==> config.mk <==
export PLATFORM = sky130hd
export DESIGN_NAME = stream_mux_nto1
export DESIGN_NICKNAME = d
export VERILOG_FILES = /design/src/rtl/stream_mux_nto1_pkg.sv /design/src/rtl/stream_mux_nto1_rr_arbiter.sv /design/src/rtl/stream_mux_nto1.sv
export SDC_FILE = /design/constraint.sdc
export NUM_CORES = 1
export LEC_CHECK = 0
export ABC_AREA = 1
export ABC_CLOCK_PERIOD_IN_PS = 1700
export CAP_MARGIN = 25
export CORE_ASPECT_RATIO = 0.8
export CORE_MARGIN = 3
export CORE_UTILIZATION = 30
export CTS_CLUSTER_DIAMETER = 120
export DETAILED_ROUTE_END_ITERATION = 6
export MAX_ROUTING_LAYER = met4
export PLACE_DENSITY = 0.7
export SLEW_MARGIN = 15
export SYNTH_ARGS = -nofsm -noshare
export SYNTH_HDL_FRONTEND = slang
export SYNTH_SLANG_ARGS = --single-unit
==> constraint.sdc <==
create_clock -name i_clk -period 1.7 [get_ports i_clk]
set_input_delay 0.17 -clock i_clk [delete_from_list [all_inputs] [get_ports i_clk]]
set_output_delay 0.17 -clock i_clk [all_outputs]
set_load 0.05 [all_outputs]
==> src/rtl/stream_mux_nto1_pkg.sv <==
// Shared types and helpers for the N:1 stream multiplexer.
//   mux_mode_e  : selects the sel-driven path (MUX_SEL) or round-robin arbitration (MUX_RR)
//   onehot2idx  : binary index of the set bit of a one-hot vector (0 when all-zero)
package mux_pkg;

  typedef enum logic {
    MUX_SEL = 1'b0,
    MUX_RR  = 1'b1
  } mux_mode_e;

  // Widest one-hot vector onehot2idx accepts; callers zero-extend to this width.
  localparam int unsigned OH_MAX = 64;

  // OR of the indices of all set bits: exact for one-hot input, no priority chain.
  function automatic int unsigned onehot2idx(input logic [OH_MAX-1:0] oh);
    int unsigned idx;
    idx = 0;
    for (int unsigned i = 0; i < OH_MAX; i++) begin
      if (oh[i]) idx |= i;
    end
    return idx;
  endfunction

endpackage

==> src/rtl/stream_mux_nto1_rr_arbiter.sv <==
// Combinational round-robin arbiter.
// Grants the first requesting channel at or after ptr_i, wrapping N_CH-1 -> 0.
//   req_i : per-channel request
//   ptr_i : highest-priority channel this cycle
//   gnt_o : one-hot grant (all-zero when nothing requests)
//   idx_o : binary index of the granted channel (0 when no grant)
module rr_arbiter #(
  parameter  int unsigned N_CH = 4,
  localparam int unsigned SELW = $clog2(N_CH)
) (
  input  logic [N_CH-1:0] req_i,
  input  logic [SELW-1:0] ptr_i,
  output logic [N_CH-1:0] gnt_o,
  output logic [SELW-1:0] idx_o
);

  logic        found;
  int unsigned c;

  always_comb begin
    gnt_o = '0;
    idx_o = '0;
    found = 1'b0;
    c     = 0;
    for (int unsigned i = 0; i < N_CH; i++) begin
      c = 32'(ptr_i) + i;
      if (c >= N_CH) c = c - N_CH;
      if (!found && req_i[c[SELW-1:0]]) begin
        found                 = 1'b1;
        gnt_o[c[SELW-1:0]]    = 1'b1;
        idx_o                 = c[SELW-1:0];
      end
    end
  end

endmodule

==> src/rtl/stream_mux_nto1.sv <==
// N-channel, W-bit valid/ready stream multiplexer with a registered output stage.
// Channel choice is either sel-driven (MUX_SEL) or round-robin (MUX_RR); with LOCK_LAST=1
// the grant is held on one channel from its first accepted beat until a beat with i_last=1.
// Ports:
//   i_clk, i_rst : clock (rising edge), asynchronous active-high reset
//   i_valid/o_ready/i_data/i_last : per-channel input streams, channel k at i_data[k*W +: W]
//   i_sel        : channel select, used only in MUX_SEL; codes >= N_CH grant nothing
//   o_valid/i_ready/o_data/o_last : registered output stream
//   o_src        : channel that produced the current output beat
//   o_locked     : a multi-beat packet currently owns the grant
module stream_mux_nto1
  import mux_pkg::*;
#(
  parameter  int unsigned N_CH      = 4,
  parameter  int unsigned W         = 32,
  parameter  mux_mode_e   MODE      = MUX_SEL,
  parameter  int unsigned LOCK_LAST = 1,
  localparam int unsigned SELW      = $clog2(N_CH)
) (
  input  logic              i_clk,
  input  logic              i_rst,
  input  logic [N_CH-1:0]   i_valid,
  output logic [N_CH-1:0]   o_ready,
  input  logic [N_CH*W-1:0] i_data,
  input  logic [N_CH-1:0]   i_last,
  input  logic [SELW-1:0]   i_sel,
  output logic              o_valid,
  input  logic              i_ready,
  output logic [W-1:0]      o_data,
  output logic              o_last,
  output logic [SELW-1:0]   o_src,
  output logic              o_locked
);

  logic            valid_q,   valid_d;
  logic [W-1:0]    data_q,    data_d;
  logic            last_q,    last_d;
  logic [SELW-1:0] src_q,     src_d;
  logic            locked_q,  locked_d;
  logic [SELW-1:0] lock_ch_q, lock_ch_d;

  logic            adv;
  logic [N_CH-1:0] sel_gnt, lock_gnt, rr_gnt, gnt, xfer;
  logic [SELW-1:0] rr_idx, xfer_idx;
  logic            xfer_any, xfer_last, pkt_end;
  logic [W-1:0]    xfer_data;

  // Decode i_sel and the lock channel by comparison so codes >= N_CH match nothing.
  always_comb begin
    sel_gnt  = '0;
    lock_gnt = '0;
    for (int unsigned k = 0; k < N_CH; k++) begin
      sel_gnt[k]  = (i_sel == SELW'(k));
      lock_gnt[k] = (lock_ch_q == SELW'(k));
    end
  end

  assign gnt = locked_q ? lock_gnt : ((MODE == MUX_RR) ? rr_gnt : sel_gnt);

  // Nothing is accepted while reset is asserted: the output register cannot capture,
  // so granting ready would silently lose the upstream beat.
  assign adv     = (!valid_q || i_ready) && !i_rst;
  assign o_ready = gnt & {N_CH{adv}};
  assign xfer    = i_valid & o_ready;

  assign xfer_any  = |xfer;
  assign xfer_last = |(xfer & i_last);
  assign pkt_end   = xfer_last || (LOCK_LAST == 0);

  // AND-OR select over the one-hot grant.
  always_comb begin
    xfer_data = '0;
    for (int unsigned k = 0; k < N_CH; k++) begin
      xfer_data |= i_data[k*W +: W] & {W{gnt[k]}};
    end
  end

  always_comb begin
    if (locked_q)             xfer_idx = lock_ch_q;
    else if (MODE == MUX_RR)  xfer_idx = rr_idx;
    else                      xfer_idx = SELW'(onehot2idx(OH_MAX'(gnt)));
  end

  generate
    if (MODE == MUX_RR) begin : g_rr
      logic [SELW-1:0] ptr_q, ptr_d;

      rr_arbiter #(.N_CH(N_CH)) u_arb (
        .req_i (i_valid),
        .ptr_i (ptr_q),
        .gnt_o (rr_gnt),
        .idx_o (rr_idx)
      );

      // Pointer moves past a channel only once its packet has finished.
      always_comb begin
        ptr_d = ptr_q;
        if (xfer_any && pkt_end) begin
          ptr_d = (32'(xfer_idx) == N_CH - 1) ? '0 : SELW'(xfer_idx + 1'b1);
        end
      end

      always_ff @(posedge i_clk or posedge i_rst) begin
        if (i_rst) ptr_q <= '0;
        else       ptr_q <= ptr_d;
      end
    end else begin : g_sel
      assign rr_gnt = '0;
      assign rr_idx = '0;
    end
  endgenerate

  always_comb begin
    valid_d   = valid_q;
    data_d    = data_q;
    last_d    = last_q;
    src_d     = src_q;
    locked_d  = locked_q;
    lock_ch_d = lock_ch_q;
    if (adv) begin
      valid_d = xfer_any;
      if (xfer_any) begin
        data_d = xfer_data;
        last_d = xfer_last;
        src_d  = xfer_idx;
      end
    end
    if (xfer_any && (LOCK_LAST != 0)) begin
      locked_d  = !xfer_last;
      lock_ch_d = xfer_idx;
    end
  end

  always_ff @(posedge i_clk or posedge i_rst) begin
    if (i_rst) begin
      valid_q   <= 1'b0;
      data_q    <= '0;
      last_q    <= 1'b0;
      src_q     <= '0;
      locked_q  <= 1'b0;
      lock_ch_q <= '0;
    end else begin
      valid_q   <= valid_d;
      data_q    <= data_d;
      last_q    <= last_d;
      src_q     <= src_d;
      locked_q  <= locked_d;
      lock_ch_q <= lock_ch_d;
    end
  end

  assign o_valid  = valid_q;
  assign o_data   = data_q;
  assign o_last   = last_q;
  assign o_src    = src_q;
  assign o_locked = locked_q;

endmodule

==> flow_metrics.tcl, run 1 <==
set metrics [dict create \
    drc 0 \
    min_path_type "in -> async" \
    critPathMaxFanout 6 \
    yosys.area.top_type "dfrtp_1" \
    overflow 0 \
    ys.flop_type "dfrtp_1" \
    worstMarginPinSlew_ps 515 \
    cts_tree "yes" \
    crit_buf_inv 3 \
    root_buffer "clkbuf_8" \
    clockBufferDepth 2 \
    ys_seq_area_share_pct 39.3 \
    finalInstanceArea_mm2 0.00478 \
    synthAdderAreaFrac_pct 0 \
    cts_max_level 2 \
    status "complete, no violations" \
    gp_congestion 0.782 \
    worstSetupPathType "reg -> out" \
    synthCells 372 \
    syn_to_final_growth_pct 92.2 \
    startpoint_type "register" \
    die_width_um 108 \
    worst_clock_skew_ps 8.97 \
    n_antenna_cell 0 \
    place_area_mm2 0.00453 \
    slew-limit-headroom_pct 65.6 \
    yosys-top-cells-count "nand2_1 (239), dfrtp_1 (39), nand4_1 (37)" \
    gr-usage-met2_pct 33.9 \
    worstSkewPairLatency_ps 280 \
    synth_simple_gate_area_share_pct 52.6 \
    r2r_cells 11 \
    drt-wirelength-per-cell_um 14.1 \
    dp_hpwl_mm 7.48 \
    utilization_pct 59.9 \
    nFillCells 736 \
    max_cap_viol_count 0 \
    grt_max_degree 25 \
    synth_top_family_by_area "simple AND/OR/NAND/NOR gates" \
    vias 3098 \
    drt-total-wl_mm 9.53 \
    drt_pre_antenna_iters 4 \
    muxShareOfSynthArea_pct 0 \
    synth_top_area_share_pct 39.3 \
    clkTransAtPathRegs_ps 80 \
    met3_usage_pct 4.82 \
    slowest_delay_ps 450 \
    vdd_drop_max_mv 0.925 \
    die_y_um 87.4 \
    async_flop_share_pct 100 \
    yosys_register_bits 39 \
    use_met1_pct 22.9 \
    r2r_slack_ps 50 \
    hold_buffers 0 \
    crit_family "flip-flops" \
    via_per_inst 4.58 \
    synth-edff-count 0 \
    fin_cells 676 \
    maxSlewViolCount 0 \
    die_area_mm2 0.00942 \
    syn_avg_cell_area_um2 6.68 \
    dr.first_iter.drc_count 92 \
    finalCritPeriodShare_pct 99.6 \
    period_needed_ps 1690 \
    grt_pass1_vias 3091 \
    rows 29 \
    yosysWarningCount 0 \
    busiest_layer "met2" \
    worstReg2RegEnd "o_src[0]" \
    ant_nets 0 \
    p_leak_nw 2.22 \
    antenna_found_initial 0 \
    power_density_mw_per_mm2 1930 \
    whs_ps 306 \
    cp-endpoint "o_ready[2]" \
    synth_compound_area_share_pct 1.61 \
    crit_path_end_kind "output port" \
    finalSetupTns_ps 0 \
    synth_nets 513 \
    grt_use_total_pct 19.5 \
    syn-cell-area_mm2 0.00249 \
    synth_area_leaders "dfrtp_1 (39%), nand2_1 (36%), nand4_1 (9.3%)" \
    rsz0062_at_grt "true" \
    timing.fmax_ghz 0.591 \
    worstPathArrival_ps 1520 \
    pin_count 182 \
    cts_made_buffers 5 \
    initial_utilization_pct 31.1 \
    crit_slowest_cell "dfrtp_2" \
    startpoint "o_locked" \
    synthDistinctLibCells 21 \
    io_buffers 181 \
    timing.rr.start "o_locked" \
    nNetsFinal 708 \
    cp.required_ps 1530 \
    layout-drive-gt1-share_pct 16.2 \
    setup_violations 0 \
    path_depth 6 \
    hold_violations 0 \
    design.core.area_mm2 0.00798 \
    synth_xor_area_share_pct 0 \
    dp_cells 663 \
    clock_sinks 39 \
    grt_pass1_wl_mm 14.2 \
    post-synth-top-count-cell "nand2_1" \
    cp_cell_sequence "inv_4, nand2_2, nand2_4, buf_4, nor3_4, buf_12" \
]
worst register-to-register path, cell delays in order (launching register included):
cell	delay (ps)
dfrtp_2	450
inv_4	80
nand2_2	80
nand2_4	90
nor2_8	120
nand3_1	130
nand2_2	130
nor2_4	50
buf_12	130
buf_12	140
nand2_1	70
o21ai_2	50
metrics by stage:
step	total power, mW	worst slack (ps)
final	9.23	7.47
after global routing	9.93	-71.2
after CTS	8.99	-5.05
after detailed placement	8.18	-51.7
after global placement	8.06	7.99
after floorplan	5.93	20.4
registers in the layout (all words and copies together) (netlist names):
signal / count
o_src: 2
o_locked: 1
lock_ch_q: 2
o_valid: 1
o_data: 32
o_last: 1
cell families (layout without fill, tap and decap cells):
family                 after synthesis  count (layout)
AND/OR/NAND/NOR                    299             299
buffers and inverters               29             225
AO/OA/AOI/OAI                        5               5
flip-flops                          39              39
per-layer routing:
layer	up-vias	share of wire [%]
li1	1569	-
met1	1400	42
met2	119	49
met3	10	7.2
met4	0	1.3
met5	-	0
cell usage in the layout, fill, tap and decap left out:
cell and n:
nand2_1 235, clkdlybuf4s50_1 155, nand4_1 37, dfrtp_1 37, buf_4 37, buf_6 7
buf_12 7, nand2_2 6, inv_1 6, clkbuf_8 6, nand2_4 4, nor2_4 4
nor3_4 4, inv_4 2, nor2_1 2, nand3_1 2, o21ai_2 2, a21oi_2 2
dfrtp_2 2, inv_2 1, nand2_8 1, nor2_8 1, nand3_2 1, nand4_2 1
nor2_2 1, clkinv_1 1, o21ai_1 1, clkinv_2 1, bufinv_16 1, clkbuf_16 1
what timing repair did:
item,in CTS,in global routing
cloned,0,2
setup buffers,0,3
setup endpoints to repair,2,39
gates resized for setup,1,16
pin swaps,0,12
worst min path at each step:
stage                     startpoint         end  slack [ps]  depth (start not counted)
after floorplan                i_rst     o_valid         350                          2
after global placement     o_data[9]   o_data[9]         460                          2
after detailed placement  o_data[10]  o_data[10]         470                          2
after CTS                      i_rst  o_data[21]         310                          3
after global routing           i_rst  o_data[21]         320                          3
final                          i_rst  o_data[21]         310                          3
power by group:
| part | internal [mW] | total (mW) | switching (mW) |
|---|---|---|---|
| Clock | 0.475 | 0.787 | 0.312 |
| Sequential | 1.40 | 1.67 | 0.277 |
| Combinational | 2.48 | 6.77 | 4.29 |
| Total | 4.35 | 9.23 | 4.88 |
layout make-up:
| type | count | area (um2) | area share, % |
|---|---|---|---|
| clock buffer | 6 | 82.6 | 1.73 |
| clock inverter | 2 | 35.0 | 0.733 |
| inverter | 10 | 42.5 | 0.890 |
| multi-input combinational | 304 | 1430 | 30.0 |
| sequential | 39 | 978 | 20.5 |
| tap | 108 | 135 | 2.83 |
| timing repair buffer | 207 | 2070 | 43.4 |
Power figures use the tool's default switching activity.
==> run 2: changes to the inputs <==
--- a/config.mk
+++ b/config.mk
@@ -7,7 +7,7 @@
 export LEC_CHECK = 0
 export ABC_AREA = 1
 export ABC_CLOCK_PERIOD_IN_PS = 1700
-export CAP_MARGIN = 25
+export CAP_MARGIN = 20
 export CORE_ASPECT_RATIO = 0.8
 export CORE_MARGIN = 3
 export CORE_UTILIZATION = 30
==> constraint.sdc (replaced) <==
create_clock -name i_clk -period 1.7 [get_ports i_clk]
set_input_delay 0.34 -clock i_clk [delete_from_list [all_inputs] [get_ports i_clk]]
set_output_delay 0.34 -clock i_clk [all_outputs]
set_load 0.05 [all_outputs]
==> flow_metrics.tcl, run 2 (synthesis results as in run 1) <==
set metrics [dict create \
    cp.required_ps 1910 \
    violations "setup timing" \
    status "finished with violations" \
    worst_clock_skew_ps 7.50 \
    hold_violations 0 \
    r2r_slack_ps -70 \
    largest_reg_flops 32 \
    finalCritPeriodShare_pct 104 \
    hold_buffers 0 \
    pin_count 182 \
    worstPathArrival_ps 1980 \
    worstSetupPathType "reg -> reg" \
    clockBufferDepth 2 \
    drc 0 \
    critPathMaxFanout 7 \
    design.core.area_mm2 0.00798 \
    fin_ws_ps -72.0 \
    multiInputGateArea_mm2 0.00146 \
    io_buffers 181 \
    drt-wirelength-per-cell_um 14.4 \
    finalInstanceArea_mm2 0.00490 \
    clock_sinks 39 \
    overflow 0 \
    layout-drive-gt1-share_pct 22.4 \
    drt_pre_antenna_iters 4 \
    die_width_um 108 \
    nNetsFinal 725 \
    crit_path_end_kind "register" \
    worstMarginPinSlew_ps 268 \
    p_leak_nw 2.33 \
    maxSlewViolCount 0 \
    dp_hpwl_mm 7.51 \
    r2r_cells 12 \
    vias 3240 \
    vdd_drop_max_mv 0.889 \
    power_density_mw_per_mm2 1950 \
    grt_pass1_vias 3210 \
    final_cell_mix "nand2_1 (229), clkdlybuf4s50_1 (136), buf_4 (63)" \
    setup_violations 27 \
    ant_nets 0 \
    min_path_type "in -> async" \
    grt_pass1_wl_mm 15.0 \
    worstReg2RegEnd "lock_ch_q[0]" \
    p_total_mw 9.57 \
    drt-total-wl_mm 9.99 \
    seqCellArea_um2 978 \
    startpoint_type "register" \
    timing.rr.start "o_locked" \
    timing.fmax_ghz 0.564 \
    place_area_mm2 0.00454 \
    root_buffer "clkbuf_8" \
    worstSkewPairLatency_ps 280 \
    clkTransAtPathRegs_ps 70 \
    via_per_inst 4.68 \
    syn_to_final_growth_pct 97.2 \
    cts_max_level 2 \
    grt_max_degree 22 \
    slew-limit-headroom_pct 82.1 \
    max_cap_viol_count 0 \
    grt_use_total_pct 20.6 \
    initial_utilization_pct 31.1 \
    cts_tree "yes" \
    cts_made_buffers 5 \
    rows 29 \
    die_area_mm2 0.00942 \
    n_antenna_cell 0 \
    die_y_um 87.4 \
    gp_congestion 0.799 \
    nFillCells 719 \
    dr.first_iter.drc_count 111 \
    rsz0062_at_grt "true" \
    antenna_found_initial 0 \
    layout_commonest_cell "nand2_1" \
    period_needed_ps 1770 \
]
run 2: through the flow:
stage	TNS [ps]	std cells	util, %	hold slack [ps]	setup WS [ps]
finish	-1040	692	61.4	387	-72.0
global route	-5230	692	61.4	406	-172
CTS	-178	682	59.3	390	-56.8
detailed placement	-8500	667	56.9	465	-232
global placement	-7390	667	56.9	458	-202
floorplan	-67.3	372	-	477	-66.8
run 2: worst max-delay path: stages (launching register included):
cell and delay [ps]:
dfrtp_2 470, inv_4 120, nand2_2 70, nand2_4 140, buf_12 120, nor2_8 30
nand3_2 70, nand2_2 80, nor2_4 190, buf_6 160, clkbuf_16 150, nand2_2 50
o21ai_2 50
run 2: timing repair:
action | 4_1_cts | 5_1_grt
gates cloned | 0 | 3
pin swaps | 9 | 6
buffers inserted | 8 | 7
setup endpoints to repair | 4 | 43
resized for setup | 15 | 18
run 2: how the worst max path moves through the flow:
stage	cells after the start	to	start	slack (ps)
global route	12	lock_ch_q[0]	o_locked	-170
detailed placement	11	o_data[21]	i_sel[0]	-230
global placement	10	o_data[14]	i_sel[1]	-200
CTS	6	o_ready[0]	o_locked	-60
finish	12	lock_ch_q[0]	o_locked	-70
floorplan	5	o_ready[0]	o_valid	-70
run 2: where the power goes:
part	total [mW]	switching (mW)	internal, mW
clock network	0.576	0.294	0.283
registers	1.70	0.296	1.40
logic	7.30	4.50	2.81
total	9.57	5.09	4.49
run 2: layer usage:
layer  up-vias  global-route usage, %  wire length [um]
met2       126                   36.3              5090
met3         8                   4.45               707
li1       1607                      -                 -
met4         0                   3.67                66
met1      1499                   24.6              4130
met5         -                      -                 0
run 2: area by class of cell:
class | count | share of cell area, %
clock buffer | 7 | 1.56
inverter | 10 | 0.868
sequential | 39 | 20.0
multi-input combinational | 304 | 29.8
tap | 108 | 2.76
timing repair buffer | 224 | 45.1
==> run 3: changes to the inputs <==
--- a/config.mk
+++ b/config.mk
@@ -5,7 +5,6 @@
 export SDC_FILE = /design/constraint.sdc
 export NUM_CORES = 1
 export LEC_CHECK = 0
-export ABC_AREA = 1
 export ABC_CLOCK_PERIOD_IN_PS = 1700
 export CAP_MARGIN = 20
 export CORE_ASPECT_RATIO = 0.8
@@ -14,7 +13,7 @@
 export CTS_CLUSTER_DIAMETER = 120
 export DETAILED_ROUTE_END_ITERATION = 6
 export MAX_ROUTING_LAYER = met4
-export PLACE_DENSITY = 0.7
+export PLACE_DENSITY = 0.71
 export SLEW_MARGIN = 15
 export SYNTH_ARGS = -nofsm -noshare
 export SYNTH_HDL_FRONTEND = slang
==> flow_metrics.tcl, run 3 <==
set metrics [dict create \
    status "finished with violations" \
    violations "setup timing" \
    min_path_type "reg -> reg" \
    drt_pre_antenna_iters 4 \
    die_area_mm2 0.00916 \
    die_y_um 86.2 \
    slew-limit-headroom_pct 67.0 \
    yosys-top-cells-count "dfrtp_1 (39), mux4_2 (32), mux2_2 (31)" \
    nNetsFinal 492 \
    grt_pass1_wl_mm 11.9 \
    worstMarginPinSlew_ps 495 \
    place_area_mm2 0.00443 \
    ys.flop_type "dfrtp_1" \
    grt_max_degree 40 \
    yosysWarningCount 0 \
    syn_to_final_growth_pct 98.8 \
    clkTransAtPathRegs_ps 80 \
    drt-wirelength-per-cell_um 17.6 \
    largest_reg_flops 32 \
    async_flop_share_pct 100 \
    worstSetupPathType "reg -> reg" \
    ys_seq_area_share_pct 40.5 \
    post-synth-top-count-cell "dfrtp_1" \
    worst_clock_skew_ps 11.2 \
    fin_ws_ps -419 \
    synthAdderAreaFrac_pct 0 \
    yosys.area.top_type "dfrtp_1" \
    worstPathArrival_ps 2300 \
    path_depth 7 \
    antenna_found_initial 0 \
    crit_buf_inv 3 \
    synthCells 147 \
    final_cell_mix "clkdlybuf4s50_1 (140), buf_4 (49), dfrtp_1 (38)" \
    rows 28 \
    slowest_delay_ps 430 \
    worstSkewPairLatency_ps 290 \
    synth_nets 288 \
    cts_tree "yes" \
    overflow 0 \
    max_cap_viol_count 0 \
    layout_commonest_cell "clkdlybuf4s50_1" \
    syn-cell-area_mm2 0.00241 \
    synth_simple_gate_area_share_pct 2.28 \
    whs_ps 511 \
    finalCritPeriodShare_pct 125 \
    hold_buffers 0 \
    synth_xor_area_share_pct 0 \
    startpoint_type "register" \
    io_buffers 181 \
    muxShareOfSynthArea_pct 51.1 \
    grt_pass1_vias 2368 \
    crit_family "multiplexers" \
    clock_sinks 39 \
    synth-edff-count 0 \
    drc 0 \
    p_leak_nw 1.97 \
    pin_count 182 \
    power_density_mw_per_mm2 1950 \
    cts_max_level 2 \
    dr.first_iter.drc_count 73 \
    synth_top_family_by_area "multiplexers" \
    ant_nets 0 \
    dp_hpwl_mm 6.27 \
    utilization_pct 63.1 \
    timing.fmax_ghz 0.472 \
    gp_congestion 0.738 \
    synth_compound_area_share_pct 2.23 \
    hold_path_depth 1 \
    synth_top_area_share_pct 40.5 \
    cts_made_buffers 5 \
    rsz0062_at_grt "true" \
    vdd_drop_max_mv 0.723 \
    hold_violations 0 \
    synth_area_leaders "dfrtp_1 (40%), mux4_2 (30%), mux2_2 (14%)" \
    initial_utilization_pct 31.7 \
    synthDistinctLibCells 23 \
    r2r_cells 7 \
    n_antenna_cell 0 \
    finalSetupTns_ps -16380 \
    finalInstanceArea_mm2 0.00479 \
    syn_avg_cell_area_um2 16.4 \
    crit_slowest_cell "dfrtp_2" \
    crit_path_end_kind "register" \
    maxSlewViolCount 0 \
    via_per_inst 4.77 \
    clockBufferDepth 2 \
    root_buffer "clkbuf_8" \
    design.core.area_mm2 0.00760 \
    setup_violations 43 \
    yosys_register_bits 39 \
    cp.required_ps 1880 \
    grt_use_total_pct 17.3 \
    vias 2178 \
    drt-total-wl_mm 8.03 \
    layout-drive-gt1-share_pct 45.2 \
    cp_cell_sequence "mux2i_4, or3b_4, buf_4, o22ai_4, buf_6, clkbuf_16, mux2_2" \
    die_width_um 106 \
    period_needed_ps 2120 \
    critPathMaxFanout 8 \
]
run 3: cell count changes after synthesis, moves of 5 or more:
cell / previous run / this run
buf_2: 12 / 4
inv_1: 9 / 4
mux2_2: 0 / 31
nand4_1: 37 / 0
nand2_2: 5 / 0
mux2_4: 0 / 7
mux4_2: 0 / 32
nand2_1: 239 / 5
run 3: kinds of logic (layout without fill, tap and decap cells):
group                  after synthesis  in the layout
AND/OR/NAND/NOR                     12             12
buffers and inverters               16            221
multiplexers                        74             74
flip-flops                          39             39
AO/OA/AOI/OAI                        6              6
run 3: power breakdown:
group	switching (mW)	internal, mW
Combinational	3.47	3.54
Sequential	0.288	1.42
Clock	0.318	0.287
Total	4.08	5.25
run 3: through the flow:
step           worst slack, ps  instances  power (mW)
6_report                  -419        457        9.33
5_1_grt                   -460        457        9.77
4_1_cts                   -410        450        9.12
3_5_place_dp              -584        439        8.11
3_3_place_gp              -550        439        8.01
2_1_floorplan             -570        147        6.08
run 3: routing by layer:
layer / part of all wire [%] / track usage (%) / up-vias
met4: 0.80 / 4.24 / 0
met3: 7.1 / 3.72 / 7
met2: 51 / 30.6 / 104
li1: - / - / 989
met5: 0 / - / -
met1: 41 / 20.3 / 1078
run 3: final cells by class:
| type | count | area [um2] |
|---|---|---|
| Clock buffer | 6 | 72.6 |
| Clock inverter | 2 | 12.5 |
| Fill cell | 587 | 2810 |
| Inverter | 4 | 15.0 |
| Multi-Input combinational cell | 92 | 1470 |
| Sequential cell | 39 | 977 |
| Tap cell | 105 | 131 |
| Timing Repair Buffer | 209 | 2110 |
run 3: worst paths after layout:
check	from	end	slack [ps]
hold / removal	o_data[10]	o_data[10]	510
hold reg to reg	o_data[10]	o_data[10]	510
setup / recovery	o_locked	o_data[0]	-420
min in group asynchronous	i_rst	lock_ch_q[0]	690
max in group asynchronous	i_rst	o_locked	650
setup reg to reg	o_locked	o_data[0]	-420
run 3: worst register-to-register path, stage by stage (launching register included):
cell	delay, ps
dfrtp_2	430
mux2i_4	260
or3b_4	410
buf_4	150
o22ai_4	120
buf_6	160
clkbuf_16	160
mux2_2	330
run 3: what timing repair did:
action	4_1_cts	5_1_grt
buffers inserted	3	4
pin swaps	3	1
setup endpoints to repair	43	43
gates cloned	0	3
resized for setup	29	7
